[config.mk]
export PLATFORM = sky130hd
export DESIGN_NAME = reg_write_arbiter
export DESIGN_NICKNAME = d
export VERILOG_FILES = /design/src/rtl/reg_write_arbiter.sv
export SDC_FILE = /design/constraint.sdc
export NUM_CORES = 1
export LEC_CHECK = 0
export CAP_MARGIN = 15
export CORE_UTILIZATION = 39
export DETAILED_ROUTE_END_ITERATION = 6
export PLACE_DENSITY = 0.91
export SETUP_SLACK_MARGIN = 0.3
export SLEW_MARGIN = 25
export SYNTH_ARGS = -nofsm -noshare
export SYNTH_HDL_FRONTEND = slang
export SYNTH_SLANG_ARGS = --single-unit
[constraint.sdc]
create_clock -name clk -period 2.47 [get_ports clk]
set_input_delay 0.3705 -clock clk [delete_from_list [all_inputs] [get_ports clk]]
set_output_delay 0.3705 -clock clk [all_outputs]
set_load 0.02 [all_outputs]
[src/rtl/reg_write_arbiter.sv]
// ============================================================================
// reg_write_arbiter : round-robin arbiter driving one shared register's en/in
// Optional lock extension enabled by macro ARB_LOCK_EN.  Rev 1.0
// ============================================================================
`default_nettype none

module reg_write_arbiter #(
    parameter int WIDTH    = 8,
    parameter int NUM_REQ  = 4,
    parameter int LOCK_MAX = 4
) (
    input  logic                       clk,
    input  logic                       rst,
    input  logic [NUM_REQ-1:0]         req,
    input  logic [NUM_REQ*WIDTH-1:0]   req_data,
    input  logic [NUM_REQ-1:0]         lock,
    output logic [NUM_REQ-1:0]         gnt,
    output logic                       reg_en,
    output logic [WIDTH-1:0]           reg_in
);

    localparam int PTR_W = (NUM_REQ > 1) ? $clog2(NUM_REQ) : 1;
    localparam logic [NUM_REQ-1:0] ONE = NUM_REQ'(1);

    typedef enum logic [0:0] {
        IDLE  = 1'b0,
        GRANT = 1'b1
    } state_t;

    state_t             state;
    logic [PTR_W-1:0]   ptr;
    logic [NUM_REQ-1:0] elig;
    logic [PTR_W-1:0]   start;
    logic [PTR_W-1:0]   idx;
    logic [PTR_W-1:0]   win;
    logic               found;
    logic               hold;

    logic [WIDTH-1:0]   data_arr [NUM_REQ];

    for (genvar i = 0; i < NUM_REQ; i++) begin : g_unpack
        assign data_arr[i] = req_data[i*WIDTH +: WIDTH];
    end

    function automatic logic [PTR_W-1:0] next_idx(input logic [PTR_W-1:0] k);
        return (k == PTR_W'(NUM_REQ - 1)) ? '0 : k + 1'b1;
    endfunction

`ifdef ARB_LOCK_EN
    localparam int CNT_W = $clog2(LOCK_MAX + 1);
    logic [PTR_W-1:0] cur_idx;
    logic [CNT_W-1:0] lock_cnt;
`else
    logic unused_lock;
    assign unused_lock = ^{lock, 1'(LOCK_MAX)};
`endif

    // The current grantee is excluded so a requester dropping req at the end
    // of its grant cycle can never be granted twice.
    always_comb begin
        elig  = req & ~gnt;
        start = ptr;
        hold  = 1'b0;
`ifdef ARB_LOCK_EN
        if (reg_en && lock[cur_idx] && req[cur_idx]) begin
            if (lock_cnt < CNT_W'(LOCK_MAX)) begin
                hold = 1'b1;
            end else begin
                start = next_idx(cur_idx);
            end
        end
`endif
        found = 1'b0;
        win   = '0;
        idx   = '0;
        for (int j = 0; j < NUM_REQ; j++) begin
            idx = PTR_W'((int'(start) + j) % NUM_REQ);
            if (!found && elig[idx]) begin
                found = 1'b1;
                win   = idx;
            end
        end
`ifdef ARB_LOCK_EN
        if (hold) begin
            found = 1'b1;
            win   = cur_idx;
        end
`endif
    end

    always_ff @(posedge clk or negedge rst) begin
        if (!rst) begin
            state  <= IDLE;
            gnt    <= '0;
            reg_en <= 1'b0;
            reg_in <= '0;
            ptr    <= '0;
`ifdef ARB_LOCK_EN
            cur_idx  <= '0;
            lock_cnt <= '0;
`endif
        end else begin
            case (state)
                IDLE:    state <= found ? GRANT : IDLE;
                GRANT:   state <= found ? GRANT : IDLE;
                default: state <= IDLE;
            endcase

            if (found) begin
                gnt    <= ONE << win;
                reg_en <= 1'b1;
                reg_in <= data_arr[win];
                if (!hold) begin
                    ptr <= next_idx(win);
                end
            end else begin
                gnt    <= '0;
                reg_en <= 1'b0;
                // start differs from ptr only after a forced lock release
                ptr    <= start;
            end
`ifdef ARB_LOCK_EN
            if (found) begin
                cur_idx  <= win;
                lock_cnt <= hold ? lock_cnt + 1'b1 : CNT_W'(1);
            end else begin
                lock_cnt <= '0;
            end
`endif
        end
    end

endmodule

`default_nettype wire

# ---- Word level (Yosys, flattened, before mapping)
# Index checks and enable logic that the tools add are counted.
# Widths: inputs -> output; s select.
dict set report totals {
  ff_bits 15
  inputBits 42
  out_inout_bits 13
  elab_cells 46
}
dict set report op_classes {
  n_addsub 4
  n_lt_le_gt_ge 5
  n_eq_ne 1
  shifts 1
  muxes 22
  bitwise 3
  reduce_logical 6
}
# cell n
set op_table {}
lappend op_table {{$bmux 8 s2} 1}
lappend op_table {{$mux 8} 2}
lappend op_table {{$lt 2x3->1 const B} 4}
lappend op_table {{$mux 2} 5}
lappend op_table {{$mux 1} 9}
lappend op_table {{$bmux 1 s2} 4}
lappend op_table {{$add 2x1->2 const B} 2}
lappend op_table {{$add 2x2->2 const B} 2}
lappend op_table {{$and 4x4->4} 1}
lappend op_table {{$mux 4} 1}
lappend op_table {{$not 4->4} 1}
lappend op_table {{$shl 1x2->4 const A} 1}
lappend op_table {{$ge 3x3->1 const B} 1}
lappend op_table {{$logic_and 1x1->1} 3}
lappend op_table {{$logic_not 1->1} 3}
lappend op_table {{$not 2->3} 1}
lappend op_table {{$eq 2x2->1 const B} 1}

# ---- Depth between registers and ports, before layout
# Gate-level depths: netlist of the first run.
dict set report logic_depth {
  word_depth 18
  depth_mapped 9
  depth_no_buf 6
}

# ---- Worst setup path after synthesis of the first run
# No wires, ideal clock.
dict set report synth_timing {
  path_type {register to register}
  start {reg gnt[1]}
  end {reg ptr[1]}
  setup_ns 0.125
  arrival_ns 2.033
  required_time_ns 2.345
  setup_slack_ns 0.313
  stages_incl_launch_ff 10
  path_buffers 3
  synth_period_minus_slack_ns 2.157
  cell_sequence {dfrtp_1 > nand2b_1 > a211o_1 > buf_6 > a2bb2o_4 > buf_6 > buf_6 > inv_1 > ha_1 > mux2_2}
}
dict set report synth_via {
  elab_chain_cells 16
  word_cells_on_any_way 27
  classes_between {1 x add/sub; 1 x eq/ne; 17 x mux; 2 x bitwise; 6 x reduce/logical}
}
# element line_no
set synth_rtl {}
lappend synth_rtl {{start, declared} 17} ;# output logic [NUM_REQ-1:0] gnt,
lappend synth_rtl {{start signal, assigned} 110} ;# gnt <= ONE << win;
lappend synth_rtl {{$not 4->4 *} 61} ;# elig = req & ~gnt;
lappend synth_rtl {{$and 4x4->4 *} 61}
lappend synth_rtl {{$bmux 1 s2} 78} ;# if (!found && elig[idx]) begin
lappend synth_rtl {{$mux 1 (implied by the code)} 78}
lappend synth_rtl {{$mux 1} 78}
lappend synth_rtl {{$logic_not 1->1} 78}
lappend synth_rtl {{$logic_and 1x1->1} 78}
lappend synth_rtl {{$mux 1} 78}
lappend synth_rtl {{$logic_not 1->1} 78}
lappend synth_rtl {{$logic_and 1x1->1} 78}
lappend synth_rtl {{$mux 1} 78}
lappend synth_rtl {{$logic_not 1->1} 78}
lappend synth_rtl {{$logic_and 1x1->1} 78}
lappend synth_rtl {{$mux 2} 78}
lappend synth_rtl {{$add 2x1->2 / $eq 2x2->1 (equally long branches)} 46} ;# return (k == PTR_W'(NUM_REQ - 1)) ? '0 : k + 1'b1;
lappend synth_rtl {{$mux 2} 46}
lappend synth_rtl {{end signal, assigned} 114} ;# ptr <= next_idx(win);
lappend synth_rtl {{end signal, assigned} 120} ;# ptr <= start;
lappend synth_rtl {{end, declared} 31} ;# logic [PTR_W-1:0] ptr;
# Mark *: on every way between the ends. The rest lies on a longest branch, timed or not. The select of a mux whose other input is x is not followed.
# A chain may end at the register's enable or synchronous reset.

# ---- Worst setup path after layout of the first run
dict set report layout_timing {
  start {in req[3]}
  end {reg ptr[1]}
}
dict set report layout_via {
  elab_chain_cells 15
  word_cells_on_any_way 26
  classes_between {1 x add/sub; 1 x eq/ne; 17 x mux; 1 x bitwise; 6 x reduce/logical}
}
# element line_no
set layout_rtl {}
lappend layout_rtl {{start, declared} 14} ;# input logic [NUM_REQ-1:0] req,
lappend layout_rtl {{$and 4x4->4 *} 61}
lappend layout_rtl {{$bmux 1 s2} 78}
lappend layout_rtl {{$mux 1 (implied by the code)} 78}
lappend layout_rtl {{$mux 1} 78}
lappend layout_rtl {{$logic_not 1->1} 78}
lappend layout_rtl {{$logic_and 1x1->1} 78}
lappend layout_rtl {{$mux 1} 78}
lappend layout_rtl {{$logic_not 1->1} 78}
lappend layout_rtl {{$logic_and 1x1->1} 78}
lappend layout_rtl {{$mux 1} 78}
lappend layout_rtl {{$logic_not 1->1} 78}
lappend layout_rtl {{$logic_and 1x1->1} 78}
lappend layout_rtl {{$mux 2} 78}
lappend layout_rtl {{$add 2x1->2 / $eq 2x2->1 (equally long branches)} 46}
lappend layout_rtl {{$mux 2} 46}
# Marks and branches as above.

==> flow_summary.toml, run 1 <==
[sta]
holdWs_ps = 486
setup_tns_ps = 0
min_period_ps = 2060
period_share_pct = 83.2
slew_headroom_pct = 54.2
timing.fmax_ghz = 0.486
hold_viol = 0
worstMarginPinSlew_ps = 686
maxSlewViolCount = 0
rsz0062_at_grt = "no"
setup_viol = 0
fin_skew_ps = 6.18

[synth]
ys_warn_count = 0
syn_area_sq_um = 1030
synth.ff_latch_count = 15
mappedNetlistNets = 141
ys_types = 28
seq_area_frac_synth_pct = 36.3
syn_inst = 98
synth.avg_cell_area_sq_um = 10.5

[cts]
cts_made_buffers = 3
cts.sinks = 15
postCtsSetupRepairBufs = 0
cts_resized = 0
cts_max_path_buffers = 2
clkTransAtPathRegs_ps = 100
root_buffer = "clkbuf_4"
cts_tree = "yes"
cts_hold_buf = 0
insertion_delay_ps = 290
cts_max_level = 1

[placed_design]
dp_hpwl_mm = 2.25
numPortBuffers = 50
gp_congestion = 0.819

[detailed_routing]
wirelength_mm = 2.80
route.detailed.drc = 0
vias = 964
antenna_left = 0
first_pass_iters = 4
wl_per_cell_um = 15.4
viasPerCell = 5.30
drt_iter0_markers = 13

[floorplan]
fp-row-count = 18
initial_core_util_pct = 41.3
die_area_sq_um = 2860
core-area_sq_um = 2500
die_h_um = 53.5
ios = 55
die_x_um = 53.5

[critical_path]
path_class = "in2reg"
r2r_setup_slack_ps = 570
reg2reg_from = "gnt[3]"
slowest_delay_ps = 450
path_delay_family = "buffers and inverters"
path_cells = "clkdlybuf4s50_1 -> nor2b_1 -> buf_4 -> a2bb2o_4 -> inv_1 -> ha_1 -> mux2_2"
r2r_cells = 6
startpoint_type = "input port"
rr_endpoint = "ptr[1]"
critPathArrivalTime_ps = 2240
worst_path_max_delay_cell = "clkdlybuf4s50_1"
required_ps = 2650
cp.depth = 7
path_buf_inv = 3
critPathCaptureType = "register"
cp_max_fo = 10

[run]
maxCapViolations = 0

[global_routing]
grt_pass1_wl_mm = 4.67
antenna_found_initial = 0
overflow = 0
grt_start_max_net_pins = 16
globalRouteTotalUtil_pct = 22.8
grt_pass1_vias = 1082

[outcome]
outcome = "finished clean"

[layout]
fillCellCount = 212
antenna_cells = 0
final_layout_size_suffix_gt1_share_pct = 21.1
final_nets = 196
syn_to_final_growth_pct = 55.2

[power]
vdd_drop_max_mv = 0.622
power.density_nw_per_um2 = 1160
p_leak_uw = 0.000640

[min_path]
holdCritPathClass = "in2async"
## placed cells by master (no fill, tap or decap), types with 2 or more instances in the layout
cell type and instances:
a211oi_1 2, a21oi_1 8, nor2_1 13, buf_4 8
clkdlybuf4s50_1 50, dfrtp_1 15, nand2b_1 3, a211oi_2 14
mux2i_1 8, clkbuf_4 3, nor2b_1 2, o21ai_0 8
nor3b_1 2
## through the flow
stage / instance area, sq um / setup slack, ps / util [%] / instances / power, uW
2_1_floorplan: 1030 / 313 / - / 98 / 1310
3_3_place_gp: 1580 / 136 / 63.1 / 178 / 1670
3_5_place_dp: 1580 / 105 / 63.1 / 178 / 1730
4_1_cts: 1600 / 417 / 64.2 / 182 / 1870
5_1_grt: 1600 / 321 / 64.2 / 182 / 2000
6_report: 1600 / 414 / 64.2 / 182 / 1860
## cells in the mapped netlist
library cell	number	area share [%]
nor3_1	1	0.48
or4b_1	1	0.97
nor2b_1	2	1.2
o221ai_2	1	1.5
mux2i_1	8	7.7
mux2_2	1	1.1
o21ai_0	8	3.9
o21ba_2	1	0.97
buf_2	1	0.48
nand2_1	1	0.36
a2bb2o_4	1	1.9
a211oi_1	2	1.5
nand3b_1	1	0.73
o21ai_4	1	1.6
inv_1	1	0.36
buf_6	3	3.3
a211o_1	1	0.85
nor2_1	13	4.7
nor3b_1	2	1.5
a21oi_1	8	3.9
a211oi_2	14	17
ha_1	1	1.2
clkbuf_1	4	1.5
dfrtp_1	15	36
a311oi_2	1	1.5
nand2b_1	3	1.8
and2_1	1	0.61
nor2b_4	1	1.3
## metal layers
layer / track usage (%) / part of all wire, % / wire, um
met5: 0 / 0 / 0
met4: 4.82 / 0.36 / 10
met3: 4.02 / 5.2 / 145
met2: 46.9 / 58 / 1610
met1: 22.7 / 37 / 1030
## cell type report
cell class                 count  area, sq um  area share, %
multi-input combinational     74          601           37.4
sequential                    15          375           23.4
inverter                       1         3.75          0.234
clock buffer                   4         26.3           1.64
timing repair buffer          58          561           34.9
tap                           30         37.5           2.34
## registers in the layout, summed over array words and instances, names as in the netlist
register,flops
reg_in,8
reg_en,1
gnt,4
ptr,2
## worst reg2reg max path: stages (launching register included)
cell,delay (ps)
dfrtp_1,390
nor2b_1,320
buf_4,230
a2bb2o_4,280
inv_1,90
ha_1,220
mux2_2,260
## how the worst max path moves through the flow
stage,start,end
2_1_floorplan,gnt[1],ptr[1]
3_3_place_gp,req[3],ptr[1]
3_5_place_dp,req[3],ptr[1]
4_1_cts,req[3],ptr[1]
5_1_grt,req[0],reg_in[4]
6_report,req[3],ptr[1]
## report_power, final
group	internal (uW)	total, uW	switching, uW
sequential	367	453	86.0
clock	62.7	147	84.7
combinational	611	1260	653
total	1040	1860	823
## cell families after synthesis
logic type | Yosys count | share of synthesized area (%)
compound gates | 38 | 34.4
simple gates | 26 | 13.7
flops | 15 | 36.3
buf+inv | 9 | 5.57
mux | 9 | 8.84
fa+ha+maj | 1 | 1.21
(Power assumes the default switching activity.)
==> run 2: changes to the inputs <==
==> constraint.sdc (replaced) <==
create_clock -name clk -period 2.1 [get_ports clk]
set_input_delay 0.315 -clock clk [delete_from_list [all_inputs] [get_ports clk]]
set_output_delay 0.315 -clock clk [all_outputs]
set_load 0.02 [all_outputs]
==> run 2 against run 1 <==
Against the previous run: the run now ends with design-rule violations left; flip-flop and latch count stayed put; clock-buffer cell count unchanged; first-iteration DRC count up 69%; largest power group unchanged; clock power is 22% higher; non-clock buffer count increased by 10; critical path type is now reg2reg; critical endpoint unchanged; wire length is 28% higher.
==> flow_summary.toml, run 2 (synthesis gave the netlist of run 1 again) <==
[critical_path]
cp_max_fo = 3
rr_endpoint = "ptr[1]"
startpoint_type = "register"
worst_path_max_delay_cell = "dfrtp_2"
required_ps = 2290
r2r_setup_slack_ps = 290
path_delay_family = "compound AO/OA/AOI/OAI gates"
reg2reg_from = "gnt[1]"
slowest_delay_ps = 440
critPathArrivalTime_ps = 2000
path_cells = "nand2b_4 -> a211o_1 -> a2bb2o_4 -> inv_4 -> ha_4 -> mux2_2"
path_buf_inv = 1
path_class = "reg2reg"
critPathCaptureType = "register"
r2r_cells = 6

[sta]
finalWorstSetupSlack_ps = 290
slew_headroom_pct = 51.6
rsz0062_at_grt = "yes"
period_share_pct = 86.2
fin_skew_ps = 7.30
min_period_ps = 1810
hold_viol = 0
setup_viol = 0
timing.fmax_ghz = 0.552
setup_tns_ps = 0
worstMarginPinSlew_ps = 724
maxSlewViolCount = 0

[min_path]
holdCritPathClass = "in2async"

[cts]
cts_max_level = 1
clkTransAtPathRegs_ps = 100
cts_tree = "yes"
insertion_delay_ps = 300
cts_hold_buf = 0
cts_made_buffers = 3
root_buffer = "clkbuf_4"
cts.sinks = 15
cts_max_path_buffers = 2

[power]
power_uw = 2660
clock_power_share_pct = 6.8
seq_power_share_pct = 21.5
combinationalPowerShare_pct = 71.8
swShare_pct = 44.9
p_int_uw = 1470
p_leak_uw = 0.000735
vdd_drop_max_mv = 1.09
power.density_nw_per_um2 = 1450
switching_power_uw = 1190

[floorplan]
core-area_sq_um = 2500
die_area_sq_um = 2860
die_x_um = 53.5
fp-row-count = 18
die_h_um = 53.5
ios = 55
initial_core_util_pct = 41.3

[global_routing]
grt_pass1_vias = 1103
antenna_found_initial = 0
grt_pass1_wl_mm = 5.02
grt_start_max_net_pins = 16
overflow = 0
globalRouteTotalUtil_pct = 25.6

[placed_design]
numPortBuffers = 50
dp_hpwl_mm = 2.24
pre_cts_ws_ps = -178
dpl-instance-area_sq_um = 1640
gp_congestion = 0.755

[detailed_routing]
antenna_left = 0
highest_layer = "met4"
wl_per_cell_um = 18.7
wl_met3_um = 240
wirelength_mm = 3.58
vias = 1083
route.met2.wl_mm = 1.94
route.detailed.drc = 2
drt_iter0_markers = 22
first_pass_iters = 6
viasPerCell = 5.64
wl_met1_mm = 1.28

[layout]
mostFrequentLayoutCells = "46 x clkdlybuf4s50_1, 13 x a211oi_2, 13 x buf_4"
final_nets = 206
final_common_cell = "clkdlybuf4s50_1"
antenna_cells = 0
syn_to_final_growth_pct = 77.4
reg_top3 = "reg_in: 8 flops, gnt: 4 flops, ptr: 2 flops"
largest_reg_flops = 8
fin_area_sq_um = 1830
regMostFlops = "reg_in"
final_layout_size_suffix_gt1_share_pct = 36.4

[outcome]
outcome = "finished with violations"
violations = "design-rule violations"

[run]
maxCapViolations = 0
[run 2: power groups by stage]
stage	logic, uW	clock network, uW	registers [uW]
global placement	1520	0	538
finish	1910	180	571
global route	2030	193	583
CTS	1670	178	552
floorplan	923	0	675
detailed placement	1570	0	546
[run 2: timing repair]
action                                  CTS  global route
gates cloned                              0             0
setup buffers                             2             3
pin swaps                                 4            19
endpoints found under the setup margin    9             9
resized for setup                        13            18
[run 2: per-stage QoR]
step	std cells	hold WS, ps	util [%]
4_1_cts	189	459	68.7
3_5_place_dp	183	560	65.5
2_1_floorplan	98	19.4	-
6_report	192	434	73.3
3_3_place_gp	183	549	65.5
5_1_grt	192	490	73.3
[run 2: layout make-up]
class,count,area (sq um)
Sequential cell,15,380
Timing Repair Buffer,68,661
Multi-Input combinational cell,74,722
Fill cell,174,667
Tap cell,30,37.5
Clock buffer,4,26.3
Inverter,1,6.26
[run 2: worst max path at each step]
stage,start,endpoint,slack (ps),cells past startpoint
after CTS,req[3],reg_in[7],300,8
final,gnt[1],ptr[1],290,6
after global placement,req[1],reg_in[0],-40,6
after floorplan,gnt[1],ptr[1],10,9
after global routing,gnt[1],reg_in[6],240,8
after detailed placement,req[3],reg_in[0],-180,8
[run 2: per-layer routing]
layer	up-vias	track usage (%)
li1	492	-
met1	517	29.0
met2	61	47.3
met3	13	2.01
met4	0	11.8
met5	-	0
